`config.mk`:
```
export PLATFORM = sky130hd
export DESIGN_NAME = seq_det_stream_ctrl
export DESIGN_NICKNAME = d
export VERILOG_FILES = /design/src/rtl/seq_det_pkg.sv /design/src/rtl/piso_shreg.sv /design/src/rtl/seq_det_stream_ctrl.sv
export SDC_FILE = /design/constraint.sdc
export NUM_CORES = 1
export LEC_CHECK = 0
export CAP_MARGIN = 20
export CORE_ASPECT_RATIO = 0.7
export CORE_MARGIN = 3
export CORE_UTILIZATION = 56
export DETAILED_ROUTE_END_ITERATION = 6
export PLACE_DENSITY = 0.85
export SYNTH_ARGS = -nofsm -noshare
export SYNTH_HDL_FRONTEND = slang
export SYNTH_SLANG_ARGS = --single-unit
```
`constraint.sdc`:
```
create_clock -name clk -period 5.2 [get_ports clk]
set_clock_uncertainty 0.05 [all_clocks]
set_input_delay 0.78 -clock clk [delete_from_list [all_inputs] [get_ports clk]]
set_output_delay 0.78 -clock clk [all_outputs]
set_load 0.1 [all_outputs]
```
`src/rtl/seq_det_pkg.sv`:
```
// Shared definitions for the sequence-detector sequencer and detector benches.
package seq_det_pkg;

   typedef enum logic [1:0] {
      ST_IDLE  = 2'd0,
      ST_CLEAR = 2'd1,
      ST_SHIFT = 2'd2,
      ST_DRAIN = 2'd3
   } state_t;

   localparam int DEF_WIDTH = 16;
   localparam int DEF_LEN_W = 5;
   localparam int DEF_CNT_W = 5;

endpackage

```
`src/rtl/piso_shreg.sv`:
```
// Parallel-load, shift-left-on-enable register presenting its MSB as the serial bit.
module piso_shreg #(
   parameter int WIDTH = 16
) (
   input  logic             clk,
   input  logic             rest,
   input  logic             load,
   input  logic [WIDTH-1:0] din,
   input  logic             shift,
   output logic             msb
);

   logic [WIDTH-1:0] sh_reg;

   // Load has priority so a new run always starts from a fresh word.
   always_ff @(posedge clk or negedge rest) begin
      if (!rest) begin
         sh_reg <= '0;
      end else if (load) begin
         sh_reg <= din;
      end else if (shift) begin
         sh_reg <= {sh_reg[WIDTH-2:0], 1'b0};
      end
   end

   assign msb = sh_reg[WIDTH-1];

endmodule

```
`src/rtl/seq_det_stream_ctrl.sv`:
```
// Feeds a test word MSB-first into a serial sequence detector on each tick,
// counting the detector's z pulses and flagging completion.
module seq_det_stream_ctrl
   import seq_det_pkg::*;
#(
   parameter int WIDTH = DEF_WIDTH,
   parameter int LEN_W = DEF_LEN_W,
   parameter int CNT_W = DEF_CNT_W
) (
   input  logic             clk,
   input  logic             rest,
   input  logic             tick,
   input  logic             start,
   input  logic [WIDTH-1:0] data_in,
   input  logic [LEN_W-1:0] len,
   input  logic             z_in,
   output logic             w_out,
   output logic             det_rst_n,
   output logic             busy,
   output logic             done,
   output logic [CNT_W-1:0] det_count
);

   localparam logic [LEN_W:0] WIDTH_L = (LEN_W+1)'(WIDTH);

   state_t           state_reg, state_next;
   logic [LEN_W-1:0] remaining_reg;
   logic             first_reg;
   logic [CNT_W-1:0] det_count_reg;
   logic             done_reg;
   logic             len_ok;
   logic             accept;
   logic             sh_msb;
   logic [CNT_W-1:0] count_inc;

   assign len_ok = (len != '0) && ({1'b0, len} <= WIDTH_L);
   assign accept = (state_reg == ST_IDLE) && start && len_ok;

   // Saturating add of the detector's z for the bit that just completed.
   assign count_inc = (z_in && (det_count_reg != {CNT_W{1'b1}})) ?
                      det_count_reg + CNT_W'(1) : det_count_reg;

   piso_shreg #(.WIDTH(WIDTH)) u_shreg (
      .clk   (clk),
      .rest  (rest),
      .load  (accept),
      .din   (data_in),
      .shift ((state_reg == ST_SHIFT) && tick),
      .msb   (sh_msb)
   );

   always_ff @(posedge clk or negedge rest) begin
      if (!rest) begin
         state_reg <= ST_IDLE;
      end else begin
         state_reg <= state_next;
      end
   end

   always_comb begin
      state_next = state_reg;
      case (state_reg)
         ST_IDLE:  if (accept) state_next = ST_CLEAR;
         ST_CLEAR: if (tick) state_next = ST_SHIFT;
         ST_SHIFT: if (tick && (remaining_reg == LEN_W'(1))) state_next = ST_DRAIN;
         ST_DRAIN: if (tick) state_next = ST_IDLE;
         default:  state_next = ST_IDLE;
      endcase
   end

   // The first SHIFT tick skips counting: z then still reflects the reset detector.
   always_ff @(posedge clk or negedge rest) begin
      if (!rest) begin
         remaining_reg <= '0;
         first_reg     <= 1'b0;
         det_count_reg <= '0;
         done_reg      <= 1'b0;
      end else begin
         case (state_reg)
            ST_IDLE: begin
               if (start) begin
                  det_count_reg <= '0;
                  done_reg      <= !len_ok;
                  if (len_ok) begin
                     remaining_reg <= len;
                     first_reg     <= 1'b1;
                  end
               end
            end
            ST_SHIFT: begin
               if (tick) begin
                  first_reg     <= 1'b0;
                  remaining_reg <= remaining_reg - LEN_W'(1);
                  if (!first_reg) det_count_reg <= count_inc;
               end
            end
            ST_DRAIN: begin
               if (tick) begin
                  det_count_reg <= count_inc;
                  done_reg      <= 1'b1;
               end
            end
            default: ;
         endcase
      end
   end

   always_comb begin
      busy      = (state_reg != ST_IDLE);
      w_out     = (state_reg == ST_SHIFT) ? sh_msb : 1'b0;
      det_rst_n = rest && (state_reg != ST_CLEAR);
      done      = done_reg;
      det_count = det_count_reg;
   end

endmodule

```
==> reports/qor.txt <==
Largest register FFs: 16
Critical Path Sink Type: output port
Final-report max-slew violation count: 0
CP Data Arrival Time: 2.78 ns
Root Buffer: clkbuf_8
Delay-heaviest family, CP: buffers and inverters
Via Count: 1632
Hold/Removal Path Class: register to register
Sequential share of the synthesized area: 0.3909
Routability Congestion: 0.7815
Syn Area/Cell: 9.603 µm²
GRT Total Usage: 0.2274
CP max-delay cell: clkdlybuf4s50_1
Antenna cells: 0
Slew HR: 0.3061
DR WL/cell: 16.06 µm
Leakage: 1.078 nW
First DRT Iteration DRCs: 129
Most common cell in the synthesized netlist: dfrtp_1
Die area: 4179 µm²
Sequence of cells on the critical path: inv_1, ha_1, and2_1, clkdlybuf4s50_1
Max_cap viols: 0
Fin nets: 264
Initial Util: 0.5980
Vias per Instance: 5.892
CTS resizes: 0
CTS clk-pin slew, worst paths: 0.07 ns
TritonRoute pass-1 iters: 4
Global-route wire length before repair: 7438 µm
PortBufs: 34
Largest cells by area after synthesis: dfrtp_1 (39%), mux2i_1 (9.9%), ha_1 (5.9%), nand3_1 (5.2%), o21ai_0 (5.2%)
Ys flop type: dfrtp_1
Postcts setup bufs: 0
TritonCTS Buffers: 5
I/O Pins: 35
Die X: 76.00 µm
WP buf/inv: 2
Post-route setup TNS: 0 ns
Fill count: 235
Final core utilization: 0.7460
Seq cells post-synth: 30
Post-route ant nets: 0
Syn Nets: 235
Antenna violations before repair: 0
Final min period: 3.609 ns
Chip height: 55.00 µm
Power Dens Cells: 622.3 nW/µm²
Slew @ Worst Pin: 1.012 ns
Flop2flop setup slack: 2.28 ns
Max IR drop VDD: 0.3391 mV
Area of the multi-input gates: 1061 µm²
Register area: 750.7 µm²
Post-DP HPWL: 3117 µm
CTS sink count: 30
Maximum number of pins on one net before global-route repair: 37
DRC: 0
Crit start category: register
Share of cells above drive strength 1: 0.09565
Ys async rst share: 1.000
Grt total ovfl: 0
Final hold vios: 0
Cts hold-fix bufs: 0
Area Growth Syn to Fin: 24.76%
Final setup vio count: 0
Synth area leader: dfrtp_1
Peak Freq: 277.1 MHz
Unrepaired setup endpoints after global routing: no
Crit path largest cell delay: 1.12 ns
# rows: 17
Final period utilization: 0.6941
Longest Clk Path Bufs: 2
EDFF count, synth: 0
Final WL: 4449 µm
Synth cell types: 48
Core Footprint: 3212 µm²
Post-Synthesis Cells: 200
Top cell type's share of synthesized area: 0.3909
Ys Warns: 0
Outcome: completed
H-tree depth: 2
CTS tree: built
Crit path max fanout: 19
Most common library cells after synthesis: dfrtp_1 (30), nand3_1 (20), o21ai_0 (20), mux2i_1 (19), nor2_1 (15)
Mapped Area: 1921 µm²
WP data required: 4.37 ns
Number of global-route vias before repair: 1650
Setup CP Type: register to output port
Skew-Pair Late Insertion Delay: 0.28 ns
-- per-layer routing --
| layer | vias to the layer above | share of wire | GRT usage |
|---|---|---|---|
| met2 | 50 | 0.49 | 0.4118 |
| met1 | 787 | 0.44 | 0.2643 |
| met4 | 0 | 0.015 | 0.07530 |
| li1 | 785 | - | - |
| met5 | - | 0 | 0 |
| met3 | 10 | 0.056 | 0.07605 |
-- area by class of cell --
type,count,share of cell area
clock buffer,6,0.03446
multi-input combinational,148,0.4428
tap,47,0.02454
clock inverter,2,0.02507
inverter,8,0.01253
sequential,30,0.3133
timing repair buffer,36,0.1473
-- report_power, final --
part | switching, mW | internal, mW | leakage, nW
Sequential | 0.0901 | 0.337 | 0.372
Combinational | 0.481 | 0.285 | 0.634
Clock | 0.0937 | 0.204 | 0.0714
Total | 0.665 | 0.826 | 1.08
-- layout by cell type, fill, tap and decap left out, drive strengths merged, types with 3 or more instances in the layout --
cell type,count
nand2,7
nand4,3
nor2,15
inv,8
buf,3
a21oi,3
a221oi,4
nor2b,5
ha,9
dfrtp,30
nand3,20
mux2,6
mux2i,19
clkdlybuf4s50,33
clkbuf,6
o21ai,20
-- worst paths after layout --
check                                  start                end  depth (start not counted)
max                             state_reg[0]              w_out                          4
min                        u_shreg.sh_reg[0]  u_shreg.sh_reg[0]                          2
max reg2reg                     state_reg[0]   remaining_reg[0]                          6
min reg2reg                u_shreg.sh_reg[0]  u_shreg.sh_reg[0]                          2
max in group asynchronous               rest   remaining_reg[3]                          2
min in group asynchronous               rest  u_shreg.sh_reg[6]                          2
-- cell families (layout without fill, tap and decap cells) --
| group | count (synthesis) | count (layout) | share of synthesized area |
|---|---|---|---|
| adder cells (fa/ha/maj) | 9 | 9 | 0.05863 |
| buffers and inverters | 22 | 52 | 0.05667 |
| XOR/XNOR | 2 | 2 | 0.009122 |
| multiplexers | 25 | 25 | 0.1342 |
| AND/OR/NAND/NOR | 68 | 68 | 0.1922 |
| AO/OA/AOI/OAI | 44 | 44 | 0.1583 |
| flip-flops | 30 | 30 | 0.3909 |
-- per-stage QoR --
step | cell area (µm²) | setup slack (ns) | hold WS, ns | power (mW) | cells
6_report | 2396 | 1.591 | 0.4943 | 1.491 | 277
3_5_place_dp | 2253 | 1.863 | 0.4931 | 1.190 | 269
2_1_floorplan | 1921 | 2.256 | 0.4326 | 1.012 | 200
3_3_place_gp | 2253 | 1.987 | 0.4470 | 1.138 | 269
4_1_cts | 2396 | 1.594 | 0.5025 | 1.492 | 277
5_1_grt | 2396 | 1.487 | 0.5304 | 1.587 | 277
-- tightest hold or removal path: cells and delay by family (launching register included) --
| family | cells | cell delay (ns) |
|---|---|---|
| AOI/OAI and AO/OA | 1 | 0.07 |
| DFF | 1 | 0.37 |
| and+or+nand+nor | 1 | 0.06 |
No activity file was read; power rests on OpenSTA's default activity.
